<file path="config.mk">
export PLATFORM = sky130hd
export DESIGN_NAME = path_delay_meter
export DESIGN_NICKNAME = d
export VERILOG_FILES = /design/src/rtl/path_delay_meter.sv
export SDC_FILE = /design/constraint.sdc
export NUM_CORES = 1
export LEC_CHECK = 0
export ABC_AREA = 1
export CAP_MARGIN = 20
export CORE_MARGIN = 1
export CORE_UTILIZATION = 58
export CTS_BUF_LIST = sky130_fd_sc_hd__clkbuf_4 sky130_fd_sc_hd__clkbuf_8 sky130_fd_sc_hd__clkbuf_16
export CTS_CLUSTER_DIAMETER = 150
export DETAILED_ROUTE_END_ITERATION = 16
export MAX_ROUTING_LAYER = met4
export PLACE_DENSITY_LB_ADDON = 0.08
export SETUP_SLACK_MARGIN = 0.15
export SYNTH_ARGS = -nofsm -noshare
export SYNTH_HDL_FRONTEND = slang
export SYNTH_SLANG_ARGS = --single-unit
</file>
<file path="constraint.sdc">
create_clock -name clk -period 3 [get_ports clk]
set_input_delay 0.3 -clock clk [delete_from_list [all_inputs] [get_ports clk]]
set_output_delay 0.3 -clock clk [all_outputs]
set_load 0.05 [all_outputs]
</file>
<file path="src/rtl/path_delay_meter.sv">
// Purpose: launch/capture controller measuring spypath chain delay over a burst of rising/falling trials.
// Latency: per edge SETTLE_CYC + 1 + measured delay cycles; done pulses one cycle after the final match or a timeout.
// Backpressure: none; start is accepted only in IDLE, and start while busy or during DONE is dropped.
module path_delay_meter #(
  parameter int CNT_W       = 16,
  parameter int TRIALS_LOG2 = 3,
  parameter int TIMEOUT     = 1000,
  parameter int SETTLE_CYC  = 16,
  parameter int PATH_INV    = 0
) (
  input  logic                         clk,
  input  logic                         rst_n,
  input  logic                         start,
  output logic                         pathInput,
  input  logic                         pathResult,
  output logic                         busy,
  output logic                         done,
  output logic                         timeout,
  output logic [CNT_W+TRIALS_LOG2:0]   delaySum,
  output logic [CNT_W-1:0]             delayMax
);

  localparam int SUM_W  = CNT_W + TRIALS_LOG2 + 1;
  localparam int EDGE_W = TRIALS_LOG2 + 1;

  // Edge counter is exactly wide enough that its all-ones value is the final edge.
  localparam logic [EDGE_W-1:0] LAST_EDGE   = '1;
  localparam logic [CNT_W-1:0]  TIMEOUT_C   = CNT_W'(TIMEOUT);
  localparam logic [CNT_W-1:0]  SETTLE_LAST = CNT_W'(SETTLE_CYC - 1);
  localparam logic              INV_BIT     = (PATH_INV != 0);

  typedef enum logic [2:0] {
    S_IDLE,
    S_SETTLE,
    S_LAUNCH,
    S_WAIT,
    S_DONE
  } state_t;

  state_t              state;
  state_t              state_nxt;

  logic                rs1;
  logic                rs2;
  logic [CNT_W-1:0]    cnt;
  logic [CNT_W-1:0]    cnt_inc;
  logic [EDGE_W-1:0]   edgeCnt;

  logic                match;
  logic                settle_end;
  logic                last_edge;
  logic                timeout_hit;

  assign cnt_inc     = cnt + 1'b1;
  assign match       = (rs2 == (pathInput ^ INV_BIT));
  assign settle_end  = (cnt == SETTLE_LAST);
  assign last_edge   = (edgeCnt == LAST_EDGE);
  assign timeout_hit = (cnt_inc == TIMEOUT_C);

  // Two-flop synchroniser for the chain output, which is asynchronous to clk.
  always_ff @(posedge clk or negedge rst_n) begin
    if (!rst_n) begin
      rs1 <= 1'b0;
      rs2 <= 1'b0;
    end else begin
      rs1 <= pathResult;
      rs2 <= rs1;
    end
  end

  // FSM state register.
  always_ff @(posedge clk or negedge rst_n) begin
    if (!rst_n) begin
      state <= S_IDLE;
    end else begin
      state <= state_nxt;
    end
  end

  // FSM next-state and status outputs.
  always_comb begin
    state_nxt = state;
    busy      = 1'b0;
    done      = 1'b0;
    case (state)
      S_IDLE: begin
        if (start) begin
          state_nxt = S_SETTLE;
        end
      end
      S_SETTLE: begin
        busy = 1'b1;
        if (settle_end) begin
          state_nxt = S_LAUNCH;
        end
      end
      S_LAUNCH: begin
        busy      = 1'b1;
        state_nxt = S_WAIT;
      end
      S_WAIT: begin
        busy = 1'b1;
        if (match) begin
          state_nxt = last_edge ? S_DONE : S_SETTLE;
        end else if (timeout_hit) begin
          state_nxt = S_DONE;
        end
      end
      S_DONE: begin
        done      = 1'b1;
        state_nxt = S_IDLE;
      end
      default: begin
        state_nxt = S_IDLE;
      end
    endcase
  end

  // Launch, counting and result accumulation. pathInput flips on the edge
  // that enters LAUNCH, so the LAUNCH cycle is already the first cycle of the
  // new level; a zero-delay chain then matches two edges later through the
  // synchroniser.
  always_ff @(posedge clk or negedge rst_n) begin
    if (!rst_n) begin
      pathInput <= 1'b0;
      timeout   <= 1'b0;
      delaySum  <= '0;
      delayMax  <= '0;
      cnt       <= '0;
      edgeCnt   <= '0;
    end else begin
      case (state)
        S_IDLE: begin
          if (start) begin
            timeout  <= 1'b0;
            delaySum <= '0;
            delayMax <= '0;
            cnt      <= '0;
            edgeCnt  <= '0;
          end
        end
        S_SETTLE: begin
          if (settle_end) begin
            pathInput <= ~pathInput;
          end else begin
            cnt <= cnt_inc;
          end
        end
        S_LAUNCH: begin
          cnt <= '0;
        end
        S_WAIT: begin
          if (match) begin
            delaySum <= delaySum + SUM_W'(cnt_inc);
            if (cnt_inc > delayMax) begin
              delayMax <= cnt_inc;
            end
            edgeCnt <= edgeCnt + 1'b1;
            cnt     <= '0;
          end else if (timeout_hit) begin
            // Partial count of an aborted edge is deliberately not accumulated.
            timeout <= 1'b1;
          end else begin
            cnt <= cnt_inc;
          end
        end
        S_DONE: begin
          // Return to the baseline so the next burst starts with a rising edge.
          pathInput <= 1'b0;
        end
        default: begin
        end
      endcase
    end
  end

endmodule

</file>
==> results of run 1 <==
kinds of logic (layout without fill, tap and decap cells):
kind of cell,Yosys count,count (layout),share of synthesized area [%]
fa+ha+maj,35,35,10.1
buf+inv,87,156,7.88
compound gates,80,80,10.1
simple gates,355,356,34.9
flops,63,63,35.8
xor+xnor,6,6,1.19
state kept, by name, summed over array words and instances (netlist names):
signal,count
rs1,1
delayMax,16
cnt,16
timeout,1
state,3
edgeCnt,4
pathInput,1
rs2,1
delaySum,20
stage by stage:
stage / hold WS, ns / instance area, µm²
floorplan: 0.00441 / 4400
global placement: 0.218 / 4970
detailed placement: 0.222 / 4970
CTS: 0.355 / 5170
global route: 0.359 / 5450
finish: 0.351 / 5450
final cells by class:
class / instances / area [µm²] / area share (%)
Clock buffer: 15 / 188 / 3.44
Inverter: 78 / 293 / 5.37
Tap cell: 99 / 124 / 2.27
Timing Repair Buffer: 63 / 586 / 10.7
Sequential cell: 63 / 1580 / 29.1
Multi-Input combinational cell: 477 / 2680 / 49.1
layer usage:
| layer | up-vias | GRT usage (%) | wire length (µm) |
|---|---|---|---|
| met1 | 2074 | 43.6 | 5380 |
| li1 | 2169 | - | - |
| met5 | - | - | 0 |
| met3 | 26 | 4.62 | 906 |
| met4 | 0 | 12.6 | 327 |
| met2 | 212 | 52.1 | 5830 |
cell usage after synthesis (3+ instances only):
| cell type | count | share of area, % |
|---|---|---|
| a21o_1 | 5 | 0.85 |
| a21oi_1 | 36 | 4.1 |
| and3_1 | 3 | 0.43 |
| clkbuf_1 | 4 | 0.34 |
| dfrtp_1 | 63 | 36 |
| ha_1 | 34 | 9.7 |
| inv_1 | 73 | 6.2 |
| inv_2 | 3 | 0.26 |
| nand2_1 | 198 | 17 |
| nand2_2 | 5 | 0.71 |
| nand3_1 | 70 | 8.0 |
| nand4_1 | 8 | 1.1 |
| nor2_1 | 55 | 4.7 |
| nor2_2 | 5 | 0.71 |
| nor2_4 | 4 | 1.0 |
| nor3_1 | 3 | 0.34 |
| o21ai_0 | 25 | 2.8 |
| xor2_1 | 4 | 0.80 |
worst min path at each step:
stage,slack (ns),to,depth (start not counted),start
after detailed placement,0.22,delaySum[8]$_DFFE_PN0P_,1,rst_n
final,0.35,rs2$_DFF_PN0_,0,rs1$_DFF_PN0_
after floorplan,0.004,cnt[0]$_DFFE_PN0P_,0,rst_n
after global routing,0.36,rs2$_DFF_PN0_,0,rs1$_DFF_PN0_
after CTS,0.35,rs2$_DFF_PN0_,0,rs1$_DFF_PN0_
after global placement,0.22,delaySum[8]$_DFFE_PN0P_,1,rst_n
what timing repair did:
action | 4_1_cts | 5_1_grt
setup endpoints to repair | 16 | 26
cloned | 0 | 1
gates resized for setup | 2 | 53
hold buffers | 1 | 0
buffers inserted | 0 | 9
pin swaps | 0 | 12
hold endpoints to repair | 12 | 0
report_power, final:
part | internal [mW] | switching (mW) | leakage, nW | total [mW]
Combinational | 0.804 | 1.75 | 1.85 | 2.55
Clock | 0.392 | 0.326 | 0.100 | 0.718
Sequential | 1.05 | 0.202 | 0.837 | 1.25
==> flow_metrics.env, run 1 <==
export IMPL_antenna_left=0
export IMPL_overflow=0
export IMPL_synth_distinct_cells=39
export IMPL_finClkSkew_ns=0.0128
export IMPL_synth_seq_cells=63
export IMPL_antennaDiodeCount=0
export IMPL_path_delay_family="simple AND/OR/NAND/NOR gates"
export IMPL_gp_congestion=0.984
export IMPL_grt_max_degree=28
export IMPL_dp_cells=769
export IMPL_hold_viol_final=0
export IMPL_drtIter0Drc=377
export IMPL_r2r_setup_slack_ns=0.28
export IMPL_syn_avg_cell_area_um2=7.03
export IMPL_worstPathCellList="ha_4 -> nand2_2 -> nor2_4 -> nand2_2 -> buf_4 -> nand2_1 -> nand2_2 -> ha_4 -> nand2_1 -> nor2_1 -> inv_1 -> nor2_1 -> nand3_1 -> nand3_2 -> nand3_1 -> nand2_1 -> nor2_1"
export IMPL_final_cell_mix="nand2_1 (192), inv_1 (70), nand3_1 (60), dfrtp_1 (57), nor2_1 (50)"
export IMPL_wl_per_cell_um=15.6
export IMPL_io_buffers=43
export IMPL_grt_pass1_vias=4086
export IMPL_slew_headroom_pct=56.3
export IMPL_rr_endpoint="delaySum[17]$_DFFE_PN0P_"
export IMPL_synthFlopType="dfrtp_1"
export IMPL_fill_cells=609
export IMPL_worstPathMaxFanout=6
export IMPL_synth_area_mm2=0.00440
export IMPL_ys_async_sr_fraction_pct=100
export IMPL_timing_rr_start="cnt[1]$_DFFE_PN0P_"
export IMPL_cellPowerDensity_mw_per_mm2=829
export IMPL_cts_buffers=9
export IMPL_cp_buffers_inverters=2
export IMPL_antenna_found_initial=0
export IMPL_die_area_mm2=0.00794
export IMPL_worstPathRequired_ns=3.23
export IMPL_tightest_slew_ns=0.653
export IMPL_cp_startpoint="cnt[1]$_DFFE_PN0P_"
export IMPL_track_usage_pct=33.2
export IMPL_cp_data_arrival_time_ns=2.95
export IMPL_timing_fmax_mhz=367
export IMPL_drt_first_pass_iters=5
export IMPL_synth_nets=665
export IMPL_p_leak_nw=2.79
export IMPL_die_h_um=89.1
export IMPL_clock_latency_ns=0.35
export IMPL_utilization_pct=74.8
export IMPL_routed_wl_um=12400
export IMPL_ios=44
export IMPL_synth_warnings=0
export IMPL_status="completed"
export IMPL_root_buffer="clkbuf_8"
export IMPL_num_vias=4481
export IMPL_setup_violations=0
export IMPL_peakVddDrop_uv=966
export IMPL_hp_class="flop to flop"
export IMPL_syn_inst=626
export IMPL_clkSinkCount=63
export IMPL_finalCritPeriodShare_pct=90.7
export IMPL_grt_pass1_wl_um=19200
export IMPL_areaGrowthSynthToFinish_pct=23.9
export IMPL_detail_route_vias_per_cell=5.64
export IMPL_final_max_slew_viol_count=0
export IMPL_cts_tree="yes"
export IMPL_drv_cap=0
export IMPL_core_rowCount=31
export IMPL_synth_edf_count=0
export IMPL_setup_ws_ns=0.279
export IMPL_post_route_drc_count=0
export IMPL_layout_cells_non_filler=795
export IMPL_synth_seq_area_share_pct=35.8
export IMPL_final_common_cell="nand2_1"
export IMPL_path_clk_slew_ns=0.07
export IMPL_crit_type="flop to flop"
export IMPL_dp_slack_ns=0.0819
export IMPL_r2r_worst_path_cells=17
export IMPL_final_net_count=731
export IMPL_min_period_ns=2.72
export IMPL_power_mw=4.52
export IMPL_dp_hpwl_um=8880
export IMPL_crit_cells=17
export IMPL_coreArea_mm2=0.00729
export IMPL_cts_buffer_depth=2
export IMPL_cp_endpoint="delaySum[17]$_DFFE_PN0P_"
export IMPL_cpPeakStageDelay_ns=0.43
export IMPL_critPathSlowestCell="dfrtp_2"
export IMPL_rsz0062_at_grt="true"
export IMPL_die_w_um=89.1
export IMPL_finalSetupTns_ns=0
export IMPL_endpoint_kind="flop"
export IMPL_drive_gt1_share_pct=13.4
export IMPL_htree_levels=3
export IMPL_start_util_pct=60.3
export IMPL_cp_start_kind="flop"
(Power assumes the default switching activity.)
==> inputs of run 2 (changes only) <==
--- a/config.mk
+++ b/config.mk
@@ -5,10 +5,9 @@
 export SDC_FILE = /design/constraint.sdc
 export NUM_CORES = 1
 export LEC_CHECK = 0
-export ABC_AREA = 1
 export CAP_MARGIN = 20
 export CORE_MARGIN = 1
-export CORE_UTILIZATION = 58
+export CORE_UTILIZATION = 45
 export CTS_BUF_LIST = sky130_fd_sc_hd__clkbuf_4 sky130_fd_sc_hd__clkbuf_8 sky130_fd_sc_hd__clkbuf_16
 export CTS_CLUSTER_DIAMETER = 150
 export DETAILED_ROUTE_END_ITERATION = 16
==> run 2 against run 1 <==
Effect of this change:
- sequential power down 21%
- sequential share of layout area is 4.1 points lower
- core utilization fell by 5.9 points
- flip-flop and latch count stayed put
- maximum frequency is 7.2% lower
- die area increased by 25%
- setup slack got worse by 0.21 ns
==> flow_metrics.env, run 2 <==
export IMPL_status="completed"
export IMPL_htree_levels=3
export IMPL_r2r_worst_path_cells=15
export IMPL_min_period_ns=2.93
export IMPL_rsz0062_at_grt="true"
export IMPL_root_buffer="clkbuf_8"
export IMPL_fill_cells=686
export IMPL_post_route_drc_count=0
export IMPL_grt_pass1_wl_um=19200
export IMPL_die_area_mm2=0.00989
export IMPL_setup_violations=0
export IMPL_wl_per_cell_um=17.4
export IMPL_syn_inst=467
export IMPL_peakVddDrop_uv=326
export IMPL_cp_data_arrival_time_ns=3.16
export IMPL_final_max_slew_viol_count=0
export IMPL_largest_reg_flops=20
export IMPL_final_common_cell="buf_4"
export IMPL_die_h_um=99.4
export IMPL_synth_seq_area_share_pct=36.9
export IMPL_syn_avg_cell_area_um2=9.15
export IMPL_synth_seq_cells=63
export IMPL_drt_first_pass_iters=5
export IMPL_tightest_slew_ns=0.810
export IMPL_coreArea_mm2=0.00920
export IMPL_synth_top_area_share_pct=36.9
export IMPL_routed_wl_um=12300
export IMPL_drtIter0Drc=169
export IMPL_power_mw=2.84
export IMPL_cts_buffers=9
export IMPL_dp_cells=656
export IMPL_top_register="delaySum"
export IMPL_track_usage_pct=25.7
export IMPL_clkSinkCount=63
export IMPL_synth_most_common_cell="dfrtp_1"
export IMPL_slew_headroom_pct=45.8
export IMPL_synth_warnings=0
export IMPL_synth_area_mm2=0.00427
export IMPL_cpPeakStageDelay_ns=0.42
export IMPL_antenna_found_initial=0
export IMPL_start_util_pct=46.4
export IMPL_dp_slack_ns=-0.0480
export IMPL_antenna_left=0
export IMPL_setup_ws_ns=0.0678
export IMPL_dp_hpwl_um=8150
export IMPL_hold_worst_slack_ns=0.352
export IMPL_synthFlopType="dfrtp_1"
export IMPL_path_common_cell="a21o_1"
export IMPL_final_net_count=631
export IMPL_design_area_mm2=0.00633
export IMPL_ys_async_sr_fraction_pct=100
export IMPL_cts_buffer_depth=2
export IMPL_finClkSkew_ns=0.0127
export IMPL_worstPathRequired_ns=3.23
export IMPL_synth_distinct_cells=62
export IMPL_antennaDiodeCount=0
export IMPL_hold_viol_final=0
export IMPL_synth_nets=506
export IMPL_hp_class="flop to flop"
export IMPL_io_buffers=43
export IMPL_grt_pass1_vias=3808
export IMPL_detail_route_vias_per_cell=5.68
export IMPL_synth_area_leaders="dfrtp_1 (37%), ha_1 (10%), nand2_1 (4.0%), mux2i_1 (3.7%), nand3_1 (3.3%)"
export IMPL_yosys_area_top_type="dfrtp_1"
export IMPL_cp_endpoint="delayMax[4]$_DFFE_PN0P_"
export IMPL_top_regs="delaySum (20), cnt (16), delayMax (16)"
export IMPL_timing_rr_start="cnt[0]$_DFFE_PN0P_"
export IMPL_finalSetupTns_ns=0
export IMPL_utilization_pct=68.8
export IMPL_path_clk_slew_ns=0.07
export IMPL_post_dp_cell_area_mm2=0.00524
export IMPL_clock_latency_ns=0.35
export IMPL_final_cell_mix="buf_4 (71), dfrtp_1 (58), clkdlybuf4s50_1 (42), nand2_1 (41), nor2_1 (31)"
export IMPL_crit_type="flop to flop"
export IMPL_layout_cells_non_filler=708
export IMPL_cellPowerDensity_mw_per_mm2=449
export IMPL_core_rowCount=35
export IMPL_cp_startpoint="cnt[0]$_DFFE_PN0P_"
export IMPL_cts_tree="yes"
export IMPL_worstPathMaxFanout=6
export IMPL_finalCritPeriodShare_pct=97.7
export IMPL_rr_endpoint="delayMax[4]$_DFFE_PN0P_"
export IMPL_drive_gt1_share_pct=35.2
export IMPL_synth_common_cells="dfrtp_1 (63), nand2_1 (46), nor2_1 (37)"
export IMPL_drv_cap=0
export IMPL_timing_fmax_mhz=341
export IMPL_grt_max_degree=37
export IMPL_die_w_um=99.4
export IMPL_areaGrowthSynthToFinish_pct=48.2
export IMPL_synth_edf_count=0
export IMPL_num_vias=4020
export IMPL_r2r_setup_slack_ns=0.07
export IMPL_cp_start_kind="flop"
export IMPL_gp_congestion=0.860
export IMPL_overflow=0
export IMPL_endpoint_kind="flop"
export IMPL_ios=44
export IMPL_critPathSlowestCell="dfrtp_2"
export IMPL_worstPathCellList="ha_4 -> nand3_4 -> buf_6 -> nor2_4 -> nand2_4 -> xnor2_2 -> ha_2 -> a21o_1 -> a21o_1 -> a21o_1 -> a21oi_2 -> o21ai_2 -> o21ai_2 -> buf_6 -> mux2_4"
export IMPL_p_leak_nw=2.95
[run 2: changes by cell type in the layout (fill, tap and decap cells not counted), moves of 9 or more]
cell / change
a21oi_1: -26
buf_4: +54
buf_6: +9
ha_1: -13
ha_4: +11
inv_1: -42
mux2i_1: +16
nand2_1: -151
nand3_1: -35
nor2_1: -19
[run 2: routing by layer]
metal | routed length (µm) | track usage, % | up-vias
met2 | 6050 | 40.6 | 110
met4 | 254 | 9.62 | 0
met3 | 429 | 3.02 | 20
met5 | 0 | - | -
li1 | - | - | 1924
met1 | 5610 | 34.1 | 1966
[run 2: cell families after synthesis]
kind of cell    synth area share, %
compound gates                 16.3
mux                            6.39
flops                          36.9
buf+inv                        4.98
simple gates                   19.6
fa+ha+maj                      10.4
xor+xnor                       5.33
[run 2: timing repair]
action | 4_1_cts | 5_1_grt
buffers inserted | 19 | 16
gates cloned | 0 | 0
endpoints found under the setup margin | 25 | 34
resized for setup | 39 | 77
hold endpoints to repair | 6 | 0
pin swaps | 19 | 37
hold buffers | 1 | 0
[run 2: how the worst min path moves through the flow]
| stage | end | slack (ns) | depth (start not counted) | startpoint |
|---|---|---|---|---|
| global route | rs2$_DFF_PN0_ | 0.36 | 0 | rs1$_DFF_PN0_ |
| finish | rs2$_DFF_PN0_ | 0.35 | 0 | rs1$_DFF_PN0_ |
| floorplan | cnt[0]$_DFFE_PN0P_ | 0.004 | 0 | rst_n |
| detailed placement | rs2$_DFF_PN0_ | 0.34 | 0 | rs1$_DFF_PN0_ |
| global placement | rs2$_DFF_PN0_ | 0.33 | 0 | rs1$_DFF_PN0_ |
| CTS | rs2$_DFF_PN0_ | 0.35 | 0 | rs1$_DFF_PN0_ |
[run 2: critical path: cells and delay by family, from the launching register on]
kind	cells	cell delay, ns
compound gates	6	0.94
xor+xnor	1	0.14
mux	1	0.30
flops	1	0.42
buf+inv	2	0.31
simple gates	3	0.33
fa+ha+maj	2	0.35
[run 2: power breakdown]
part	total (mW)	leakage [nW]	internal (mW)	switching [mW]
combinational	1.06	1.99	0.451	0.605
clock	0.805	0.106	0.447	0.358
sequential	0.984	0.861	0.905	0.0797
total	2.84	2.95	1.80	1.04
[run 2: area by class of cell]
cell class	count	area [µm²]	area share, %
tap	111	139	2.19
clock inverter	3	42.5	0.672
clock buffer	13	166	2.63
inverter	34	128	2.02
timing repair buffer	130	1170	18.4
sequential	63	1580	25.0
multi-input combinational	354	3110	49.1
